<file path="src/rtl/pipe_skid_stage.sv">
// Single pipeline stage with an optional two-entry skid buffer, flush and bubble
// insertion. With the skid buffer enabled, in_ready is registered so that no
// combinational path runs from out_ready back to upstream.
module pipe_skid_stage #(
  parameter int                DATA_W  = 65,
  parameter logic [DATA_W-1:0] BUBBLE  = DATA_W'(32'h0000_0013),
  parameter int                SKID_EN = 1
) (
  input  logic              clk,
  input  logic              rst_n,
  input  logic              in_valid,
  output logic              in_ready,
  input  logic [DATA_W-1:0] in_data,
  output logic              out_valid,
  input  logic              out_ready,
  output logic [DATA_W-1:0] out_data,
  input  logic              flush,
  output logic [1:0]        occupancy
);

  typedef enum logic [1:0] {
    EMPTY = 2'd0,
    ONE   = 2'd1,
    FULL  = 2'd2
  } state_t;

  state_t            state_q;
  state_t            state_d;
  logic              ready_q;
  logic              ready_d;
  logic [1:0]        occ_q;
  logic [DATA_W-1:0] main_p0;
  logic [DATA_W-1:0] skid_p0;
  logic              xfer_in;
  logic              xfer_out;
  logic              load_main;
  logic              load_skid;
  logic              main_from_skid;

  function automatic logic [1:0] occ_of(input state_t s);
    case (s)
      ONE:     occ_of = 2'd1;
      FULL:    occ_of = 2'd2;
      default: occ_of = 2'd0;
    endcase
  endfunction

  assign xfer_in   = in_valid & in_ready;
  assign xfer_out  = out_valid & out_ready;
  assign out_valid = (state_q != EMPTY);
  assign out_data  = out_valid ? main_p0 : BUBBLE;
  assign occupancy = occ_q;
  // Without the skid entry the stage can only refill in the cycle it drains.
  assign in_ready  = (SKID_EN != 0) ? ready_q : (!out_valid | out_ready);

  always_comb begin
    state_d        = state_q;
    load_main      = 1'b0;
    load_skid      = 1'b0;
    main_from_skid = 1'b0;
    if (flush) begin
      state_d = EMPTY;
    end else begin
      case (state_q)
        EMPTY: begin
          if (xfer_in) begin
            state_d   = ONE;
            load_main = 1'b1;
          end
        end
        ONE: begin
          if (xfer_in && xfer_out) begin
            load_main = 1'b1;
          end else if (xfer_in) begin
            state_d   = FULL;
            load_skid = 1'b1;
          end else if (xfer_out) begin
            state_d = EMPTY;
          end
        end
        FULL: begin
          if (xfer_out) begin
            state_d        = ONE;
            load_main      = 1'b1;
            main_from_skid = 1'b1;
          end
        end
        default: state_d = EMPTY;
      endcase
    end
    ready_d = (state_d != FULL);
  end

  always_ff @(posedge clk or negedge rst_n) begin
    if (!rst_n) begin
      state_q <= EMPTY;
      ready_q <= 1'b1;
      occ_q   <= 2'd0;
    end else begin
      state_q <= state_d;
      ready_q <= ready_d;
      occ_q   <= occ_of(state_d);
    end
  end

  // Payload stage: data only, never reset; out_data is masked to BUBBLE instead.
  always_ff @(posedge clk) begin
    if (load_main) main_p0 <= main_from_skid ? skid_p0 : in_data;
    if (load_skid) skid_p0 <= in_data;
  end

endmodule

</file>
<file path="config.mk">
export PLATFORM = sky130hd
export DESIGN_NAME = pipe_skid_stage
export DESIGN_NICKNAME = d
export VERILOG_FILES = /design/src/rtl/pipe_skid_stage.sv
export SDC_FILE = /design/constraint.sdc
export NUM_CORES = 1
export LEC_CHECK = 0
export CORE_ASPECT_RATIO = 1.75
export CORE_MARGIN = 5
export CORE_UTILIZATION = 50
export DETAILED_ROUTE_END_ITERATION = 6
export DONT_BUFFER_PORTS = 1
export GPL_TIMING_DRIVEN = 0
export SLEW_MARGIN = 0
export SYNTH_ARGS = -nofsm -noshare
export SYNTH_HDL_FRONTEND = slang
export SYNTH_SLANG_ARGS = --single-unit
</file>
<file path="constraint.sdc">
create_clock -name clk -period 8.25 [get_ports clk]
set_input_delay 2.475 -clock clk [delete_from_list [all_inputs] [get_ports clk]]
set_output_delay 2.475 -clock clk [all_outputs]
set_load 0.02 [all_outputs]
</file>
Word level (Yosys, flattened, before mapping)
Index checks and enable logic that the tools add are counted.
- input port bits: 70
- word-level logic and storage cells: 35
- register bits after elaboration: 135
- output and inout port bits: 69
- bitwise logic cells: 2
- reductions and logical operators: 3
- equal/unequal tests: 5
- multiplexer cells: 20
- operators with widths (kind ; count):
    $mux 65 ; 2
    $mux 2 ; 6
    $mux 1 ; 9
    $pmux 2 s3 ; 1
    $eq 2x1->1 const B ; 2
    $eq 2x2->1 const B ; 2
    $pmux 2 s2 ; 1
    $pmux 1 s3 ; 1
    $and 1x1->1 ; 2
    $logic_not 2->1 ; 1
    $ne 2x2->1 const B ; 1
    $reduce_bool 2->1 ; 1
    $logic_and 1x1->1 ; 1

Logic depth before layout (Yosys ltp)
Gate-level depths: netlist of the first run.
- depth in word-level cells: 9
- mapped depth: 5
- depth with buffers taken out: 3

Worst setup path before layout of the first run
No wires, ideal clock.
- path kind: input to register
- start: in in_valid
- end: reg skid_p0[0], enable pin
- setup slack: 0.528 ns
- stages: 3
- path buffers: 0
- library setup time: 0.569 ns
- data arrival time: 7.153 ns
- cell sequence: and3b_1 -> nand2_1 -> nor3_1
- word-level cells in the longest chain between the ends: 5
- elaborated cells between the ends (all ways): 6
- those cells by class: 4 x mux; 1 x bitwise; 1 x reduce/logical
- ends and longest elaborated chain (item ; line ; text):
    start, declared ; 11 ; input logic in_valid,
    $and 1x1->1 (*) ; 48 ; assign xfer_in = in_valid & in_ready;
    $mux 1 or $logic_and 1x1->1 (tied branches) ; 74, 72 ;
    $mux 1 (*) ; 72 ; if (xfer_in && xfer_out) begin
    $mux 1 (*) ; 64 ; case (state_q)
    $mux 1 (*) ; 61 ; if (flush) begin
    net load_skid ; 37 ; logic load_skid;
    end signal, assigned ; 109 ; if (load_skid) skid_p0 <= in_data;
    end, declared ; 33 ; logic [DATA_W-1:0] skid_p0;
The timed path passes the listed nets; every way through them passes the cells marked *.
A chain may end at the register's enable or synchronous reset.

Worst setup path after layout of the first run
- start: reg state_q[1]
- end: out out_data[44]
- word-level cells in the longest chain between the ends: 2
- ends and longest elaborated chain (item ; line ; text):
    start, declared ; 27 ; state_t state_q;
    start signal, assigned ; 100 ; state_q <= state_d;
    $reduce_bool 2->1 ; 50 ; assign out_valid = (state_q != EMPTY);
    $mux 65 ; 51 ; assign out_data = out_valid ? main_p0 : BUBBLE;
    end, declared ; 16 ; output logic [DATA_W-1:0] out_data,
No other way between the ends.

==> results.json, run 1 <==
{
  "outcome": "completed",
  "num-fill-cells": 851,
  "vias": 2505,
  "crit_fanout": 10,
  "synth_xor_area_share_pct": 0,
  "power_leakage_nw": 2.29,
  "wl_per_cell_um": 21.2,
  "rsz0062_at_grt": "false",
  "grt_pass1_vias": 2761,
  "firstDrtPassIters": 4,
  "syn_area_um2": 5640,
  "synthTopCellsByArea": "edfxtp_1, mux2_4, and2_1, mux2_2, buf_12",
  "drive_gt1_share_pct": 34.3,
  "cts_tree": "yes",
  "post_cts_resized": 0,
  "synthMuxAreaShare_pct": 16.5,
  "ys_warn_count": 0,
  "startpoint": "state_q[1]",
  "diodes": 0,
  "regToRegSetupSlack_ps": 5650,
  "grt_use_total_pct": 15.2,
  "finClkSkew_ps": 6.41,
  "crit_path_start_kind": "flip-flop",
  "routabilityCongestion": 0.741,
  "cts.sinks": 135,
  "yosysMostFrequentCell": "edfxtp_1",
  "num_rows": 51,
  "yosysTopAreaCell": "edfxtp_1",
  "ys_top_cells_by_count": "edfxtp_1, and2_1, mux2_4",
  "hold_ws_ps": 543,
  "tightest_slew_ps": 918,
  "die_area_um2": 13600,
  "clock_power_share_pct": 44.4,
  "internal_power_w": 0.00131,
  "cts_setup_buffers": 0,
  "placement.cell_area_um2": 5940,
  "start_util_pct": 50.8,
  "die_h_um": 151,
  "pin_count": 139,
  "relSlewSlack_pct": 38.5,
  "grt-ovfl-total": 0,
  "slew_viol_final": 0,
  "p_per_area_nw_per_um2": 256,
  "ctsHoldBuffers": 0,
  "hp-class": "flip-flop to flip-flop",
  "first_iter_violations": 110,
  "cts_max_path_buffers": 2,
  "hold_start": "skid_p0[20]",
  "dp_hpwl_mm": 7.18,
  "dr.max_layer_used": "met4",
  "clkTransAtPathRegs_ps": 60,
  "die_x_um": 90.3,
  "postLayoutCellArea_um2": 6530,
  "multi_input_area_um2": 1480,
  "wl_met2_mm": 5.13,
  "post-route-util_pct": 58.8,
  "ant_nets": 0,
  "async_reset_ff_share_pct": 3.70,
  "syn_inst": 299,
  "synth_edf_count": 130,
  "synth-simple-area-share_pct": 8.56,
  "crit_type": "flip-flop to output pin",
  "required_ps": 5780,
  "reg2reg_from": "state_q[1]",
  "viasPerCell": 5.33,
  "synth-main-ff-cell": "edfxtp_1",
  "cp.arrival_ps": 2110,
  "synth.avg_cell_area_um2": 18.9,
  "fmax_mhz": 218,
  "port_buffers": 0,
  "ir_worst_vdd_mv": 0.186,
  "grt_start_max_net_pins": 27,
  "ys_types": 26,
  "antenna_found_initial": 0,
  "swShare_pct": 21.9,
  "synth.top_cell.area_share_pct": 69.2,
  "synth_seq_cells": 135,
  "period_needed_ps": 4580,
  "synth_nets": 369,
  "p_comb_share_pct": 8.1,
  "finalSetupViolations": 0,
  "clock_latency_ps": 400,
  "met3_length_um": 932,
  "htreeDepth": 4,
  "cap_violations": 0,
  "finalCritPeriodShare_pct": 55.5,
  "area_growth_pct": 15.7,
  "seqPwrFrac_pct": 47.5,
  "regArea_um2": 4030,
  "synth_top_family_by_area": "multiplexers",
  "yosys.area_share.adder_pct": 0,
  "synth_compound_area_share_pct": 0.909,
  "core_area_um2": 11100,
  "num-nets-final": 396,
  "synth_seq_area_share_pct": 71.4,
  "grt_pass1_wl_mm": 15.8,
  "drt-total-wl_mm": 9.95,
  "cts_buffers": 17,
  "pre_cts_slack_ps": 3820,
  "cp-end-kind": "output pin",
  "finalHoldViolCount": 0,
  "power.switching_w": 0.000366,
  "fin_ws_ps": 3670,
  "wl_met1_mm": 3.68,
  "post-route-drc-count": 0,
  "clock_tree.root_cell": "clkbuf_16"
}
==> state kept, by name (all words and copies together) (netlist names) <==
| signal | count |
|---|---|
| occupancy | 2 |
| skid_p0 | 65 |
| in_ready | 1 |
| main_p0 | 65 |
| state_q | 2 |
==> logic make-up (layout without fill, tap and decap cells) <==
group,after synthesis,count (layout)
flops,135,135
simple gates,76,76
mux,66,66
buf+inv,15,54
compound gates,7,7
==> power groups by stage <==
stage          combinational (W)  clock [W]  sequential, W
6_report                0.000135   0.000743       0.000794
5_1_grt                 0.000146   0.000789       0.000797
3_5_place_dp            0.000138          0       0.000809
3_3_place_gp            0.000127          0       0.000814
2_1_floorplan           0.000108          0       0.000810
4_1_cts                 0.000139   0.000761       0.000795
==> cell type report <==
type	instances	area share, %
tap	132	2.53
clock buffer	18	6.57
sequential	135	61.7
buffer	15	2.26
clock inverter	13	2.40
multi-input combinational	149	22.7
timing repair buffer	8	1.82
==> metrics by stage <==
step                      cells  TNS, ps  total power, W
final                       470        0         0.00167
after global routing        470        0         0.00173
after detailed placement    439        0        0.000947
after CTS                   470        0         0.00169
after global placement      431  -131000        0.000941
after floorplan             299        0        0.000918
==> metal layers <==
| layer | global-route usage, % | vias up |
|---|---|---|
| li1 | - | 1166 |
| met1 | 16.5 | 1224 |
| met2 | 25.2 | 97 |
| met3 | 7.60 | 18 |
| met4 | 6.56 | 0 |
| met5 | 0 | - |
==> worst paths after layout <==
check | to | cells past startpoint
min reg2reg | main_p0[20] | 1
max | out_data[44] | 4
min in group asynchronous | occupancy[1] | 0
min | main_p0[20] | 1
max reg2reg | main_p0[23] | 5
max in group asynchronous | in_ready | 0
==> critical path, cell delays in order, from the launching register on <==
cell,delay [ps]
dfrtp_1,430
or2_2,190
clkbuf_1,410
clkbuf_1,350
and2_1,330
==> cell usage in the layout (no fill, tap or decap), types with 4 or more instances in the layout <==
cell | netlist | routed
clkinv_2 | 0 | 4
and2_1 | 62 | 62
clkbuf_16 | 0 | 17
dfrtp_1 | 4 | 4
edfxtp_1 | 130 | 130
mux2_4 | 50 | 50
buf_12 | 5 | 6
buf_6 | 1 | 6
mux2_2 | 15 | 15
clkbuf_1 | 7 | 8
nand2b_1 | 4 | 4
Note: power is estimated with default switching activity, not from simulation.
==> inputs of run 2 (changes only) <==
--- a/config.mk
+++ b/config.mk
@@ -11,6 +11,7 @@
 export DETAILED_ROUTE_END_ITERATION = 6
 export DONT_BUFFER_PORTS = 1
 export GPL_TIMING_DRIVEN = 0
+export PLACE_DENSITY = 0.68
 export SLEW_MARGIN = 0
 export SYNTH_ARGS = -nofsm -noshare
 export SYNTH_HDL_FRONTEND = slang
==> constraint.sdc (replaced) <==
create_clock -name clk -period 4.2 [get_ports clk]
set_input_delay 1.26 -clock clk [delete_from_list [all_inputs] [get_ports clk]]
set_output_delay 1.26 -clock clk [all_outputs]
set_load 0.02 [all_outputs]
==> run 2 against run 1 <==
Clock skew is 0.56 ps higher; total power is 94% higher; non-clock buffer count is 3 lower; sequential power is 96% higher; die area stayed put; critical path type unchanged; worst setup slack worse by 2800 ps; via count is 1.0% lower; cell count is 0.43% lower; first-iteration DRC count is 31% lower; clock-buffer cell count stayed put; wire length is 3.2% lower; highest routed layer unchanged; global-route usage is 0.25 points lower; largest cell class unchanged.
==> results.json, run 2 (synthesis gave the netlist of run 1 again) <==
{
  "outcome": "completed",
  "finClkSkew_ps": 6.97,
  "crit_path_start_kind": "flip-flop",
  "num_rows": 51,
  "p_per_area_nw_per_um2": 498,
  "final_cell_mix": "edfxtp_1, and2_1, mux2_4",
  "finalHoldViolCount": 0,
  "clkTransAtPathRegs_ps": 60,
  "reg2reg_from": "state_q[1]",
  "fmax_mhz": 296,
  "cts.sinks": 135,
  "post_cts_resized": 0,
  "ir_worst_vdd_mv": 0.342,
  "die_x_um": 90.3,
  "cp-end-kind": "output pin",
  "p_comb_share_pct": 8.1,
  "power_leakage_nw": 2.26,
  "firstDrtPassIters": 4,
  "swShare_pct": 22.7,
  "diodes": 0,
  "relSlewSlack_pct": 35.4,
  "crit_fanout": 10,
  "antenna_found_initial": 0,
  "crit_type": "flip-flop to output pin",
  "cts_max_path_buffers": 2,
  "first_iter_violations": 76,
  "tightest_slew_ps": 966,
  "grt_use_total_pct": 15.0,
  "drive_gt1_share_pct": 33.9,
  "vias": 2479,
  "placement.cell_area_um2": 5950,
  "clock_latency_ps": 410,
  "grt-ovfl-total": 0,
  "post-route-util_pct": 58.8,
  "power.switching_w": 0.000736,
  "cts_buffers": 17,
  "power.total_w": 0.00325,
  "drt-total-wl_mm": 9.63,
  "routabilityCongestion": 0.701,
  "required_ps": 2940,
  "cts_setup_buffers": 0,
  "cp.arrival_ps": 2120,
  "num-nets-final": 393,
  "core_area_um2": 11100,
  "grt_pass1_vias": 2686,
  "grt_pass1_wl_mm": 15.4,
  "layout_commonest_cell": "edfxtp_1",
  "regToRegSetupSlack_ps": 1750,
  "r2r_cells": 5,
  "cts_tree": "yes",
  "cap_violations": 0,
  "slew_viol_final": 0,
  "die_area_um2": 13600,
  "dp_hpwl_mm": 6.96,
  "dp_cells": 436,
  "viasPerCell": 5.30,
  "r2r-end": "main_p0[39]",
  "finalSetupViolations": 0,
  "internal_power_w": 0.00251,
  "grt_start_max_net_pins": 30,
  "period_needed_ps": 3380,
  "clock_tree.root_cell": "clkbuf_16",
  "ctsHoldBuffers": 0,
  "wl_per_cell_um": 20.6,
  "ant_nets": 0,
  "rsz0062_at_grt": "false",
  "port_buffers": 0,
  "post-route-drc-count": 0,
  "pin_count": 139,
  "fin_cells": 468,
  "clock_power_share_pct": 43.9,
  "area_growth_pct": 15.8,
  "postLayoutCellArea_um2": 6530,
  "hp-class": "input port to async pin",
  "htreeDepth": 4,
  "reg_top3": "main_p0 x65, skid_p0 x65",
  "finalCritPeriodShare_pct": 80.4,
  "seqPwrFrac_pct": 48.0,
  "start_util_pct": 50.8,
  "die_h_um": 151
}
## run 2: changes by cell type in the layout (fill, tap and decap cells not counted)
cell and delta:
buf_12 +1, buf_16 +2, buf_6 -5, buf_8 -1, bufinv_16 -1, clkinv_2 -3, clkinv_4 -1, clkinvlp_4 +4
inv_6 +2, nor3_2 -1, nor3_4 +1
## run 2: how the worst max path moves through the flow
stage               startpoint      endpoint  slack, ps  cells past startpoint
floorplan             in_valid    main_p0[0]        270                      3
global placement      in_valid   main_p0[38]       -710                      3
detailed placement    in_valid   skid_p0[51]       1090                      5
CTS                 state_q[1]  out_data[46]        720                      4
global route        state_q[0]  out_data[47]        610                      4
finish              state_q[1]  out_data[46]        820                      4
## run 2: stage by stage
step / setup WS (ps) / hold WS [ps] / TNS [ps]
after floorplan: 275 / 523 / 0
after global placement: -715 / 529 / -56570
after detailed placement: 1090 / 534 / 0
after CTS: 721 / 523 / 0
after global routing: 610 / 513 / 0
final: 822 / 546 / 0
## run 2: critical path, cell delays in order (launching register included)
cell	delay, ps
dfrtp_1	440
or2_2	190
clkbuf_1	400
clkbuf_1	360
and2_1	320
## run 2: power groups by stage
stage                     Clock (W)  Sequential (W)  Combinational, W
after floorplan                   0         0.00159          0.000213
after global placement            0         0.00159          0.000252
after detailed placement          0         0.00159          0.000270
after CTS                   0.00147         0.00156          0.000270
after global routing        0.00154         0.00156          0.000285
final                       0.00143         0.00156          0.000263
## run 2: cell type report
cell class	count	area, µm²
multi-input cells	149	1490
fillers	845	4570
repair buffers	5	123
flip-flops and latches	135	4030
clock buffers	18	429
clock inverters	14	150
plain buffers	15	148
well taps	132	165
## run 2: per-layer routing
layer	global-route usage [%]	routed length [µm]	vias up
li1	-	-	1161
met4	6.78	171	0
met1	16.2	3520	1217
met3	7.40	806	11
met2	24.7	5130	90
met5	0	0	-
==> inputs of run 3 (changes only) <==
--- a/config.mk
+++ b/config.mk
@@ -11,7 +11,6 @@
 export DETAILED_ROUTE_END_ITERATION = 6
 export DONT_BUFFER_PORTS = 1
 export GPL_TIMING_DRIVEN = 0
-export PLACE_DENSITY = 0.68
 export SLEW_MARGIN = 0
 export SYNTH_ARGS = -nofsm -noshare
 export SYNTH_HDL_FRONTEND = slang
==> constraint.sdc (replaced) <==
create_clock -name clk -period 3.3 [get_ports clk]
set_input_delay 0.99 -clock clk [delete_from_list [all_inputs] [get_ports clk]]
set_output_delay 0.99 -clock clk [all_outputs]
set_load 0.02 [all_outputs]
==> run 3 against run 2 <==
Critical path depth is the same; first-iteration DRC count grew 34%; wire length is 4.6% higher; clock skew is essentially flat; highest routed layer unchanged; non-clock buffer count rose by 1; design area up 0.17%.
==> results.json, run 3 (synthesis gave the netlist of run 1 again) <==
{
  "outcome": "completed",
  "finClkSkew_ps": 7.37,
  "die_area_um2": 13600,
  "cts_tree": "yes",
  "clkTransAtPathRegs_ps": 60,
  "hold_ws_ps": 278,
  "fin_tns_setup_ps": 0,
  "htreeDepth": 4,
  "grt-ovfl-total": 0,
  "drt-total-wl_mm": 10.1,
  "start_util_pct": 50.8,
  "final_cell_mix": "edfxtp_1, and2_1, mux2_4",
  "layout_commonest_cell": "edfxtp_1",
  "grt_use_total_pct": 15.4,
  "hp-class": "input port to async pin",
  "period_needed_ps": 3030,
  "power_leakage_nw": 2.27,
  "first_iter_violations": 102,
  "p_per_area_nw_per_um2": 635,
  "antenna_found_initial": 0,
  "required_ps": 2310,
  "cp.arrival_ps": 2040,
  "grt_pass1_vias": 2813,
  "use_met2_pct": 25.9,
  "firstDrtPassIters": 4,
  "routabilityCongestion": 0.743,
  "port_buffers": 0,
  "finalHoldViolCount": 0,
  "ir_worst_vdd_mv": 0.403,
  "cts_buffers": 17,
  "clock_latency_ps": 410,
  "cts.sinks": 135,
  "cap_violations": 0,
  "tightest_slew_ps": 955,
  "area_growth_pct": 16.0,
  "diodes": 0,
  "finalCritPeriodShare_pct": 91.9,
  "die_h_um": 151,
  "dp_hpwl_mm": 7.29,
  "pin_count": 139,
  "grt_start_max_net_pins": 27,
  "grt_use_met1_pct": 15.8,
  "drive_gt1_share_pct": 34.1,
  "power.total_w": 0.00415,
  "pre_cts_slack_ps": 482,
  "crit_path_start_kind": "flip-flop",
  "crit_fanout": 10,
  "top_usage_layer": "met2",
  "num_rows": 51,
  "crit_type": "flip-flop to output pin",
  "die_x_um": 90.3,
  "ctsHoldBuffers": 0,
  "wl_per_cell_um": 21.5,
  "fmax_mhz": 330,
  "slew_viol_final": 0,
  "reg_top3": "main_p0 x65, skid_p0 x65",
  "clock_tree.root_cell": "clkbuf_16",
  "cts_setup_buffers": 0,
  "post_cts_resized": 0,
  "cp-end-kind": "output pin",
  "fin_ws_ps": 266,
  "core_area_um2": 11100,
  "r2r_cells": 5,
  "viasPerCell": 5.29,
  "finalSetupViolations": 0,
  "rsz0062_at_grt": "false",
  "grt.met3_usage_pct": 8.50,
  "num-nets-final": 394,
  "grt_pass1_wl_mm": 15.7,
  "post-route-drc-count": 0,
  "ant_nets": 0,
  "relSlewSlack_pct": 36.2,
  "vias": 2480,
  "cts_max_path_buffers": 2
}
-- run 3: worst max-delay path, stage by stage, from the launching register on --
cell,delay (ps)
dfrtp_1,430
or2_2,170
clkbuf_1,360
clkbuf_1,350
and2_1,320
-- run 3: cell type report --
type,count,area [µm²]
sequential,135,4030
multi-input combinational,149,1490
buffer,15,148
fill,876,4560
timing repair buffer,6,133
clock inverter,13,148
clock buffer,19,433
tap,132,165
-- run 3: per-stage QoR --
step	util, %	cell area [µm²]	instances
after floorplan	-	5660	299
after global placement	52.5	5830	431
after detailed placement	53.7	5960	437
after CTS	58.9	6540	469
after global routing	58.9	6540	469
final	58.9	6540	469
-- run 3: per-layer routing --
metal / up-vias / routed length (µm)
met5: - / 0
met4: 0 / 202
met3: 13 / 970
met2: 96 / 5360
met1: 1206 / 3540
li1: 1165 / -
-- run 3: power breakdown --
part	leakage [nW]	internal (W)	switching [W]
logic	0.744	0.000118	0.000220
clock network	0.271	0.00112	0.000708
registers	1.26	0.00197	0.0000193
total	2.27	0.00321	0.000947
-- run 3: path summary, 6_finish.rpt --
| kind | from | endpoint | slack (ps) |
|---|---|---|---|
| max | state_q[1] | out_data[32] | 270 |
| min | rst_n | occupancy[0] | 280 |
| max reg2reg | state_q[1] | main_p0[58] | 600 |
| min reg2reg | skid_p0[32] | main_p0[32] | 550 |
| max in group asynchronous | rst_n | in_ready | 2850 |
| min in group clk | skid_p0[32] | main_p0[32] | 550 |
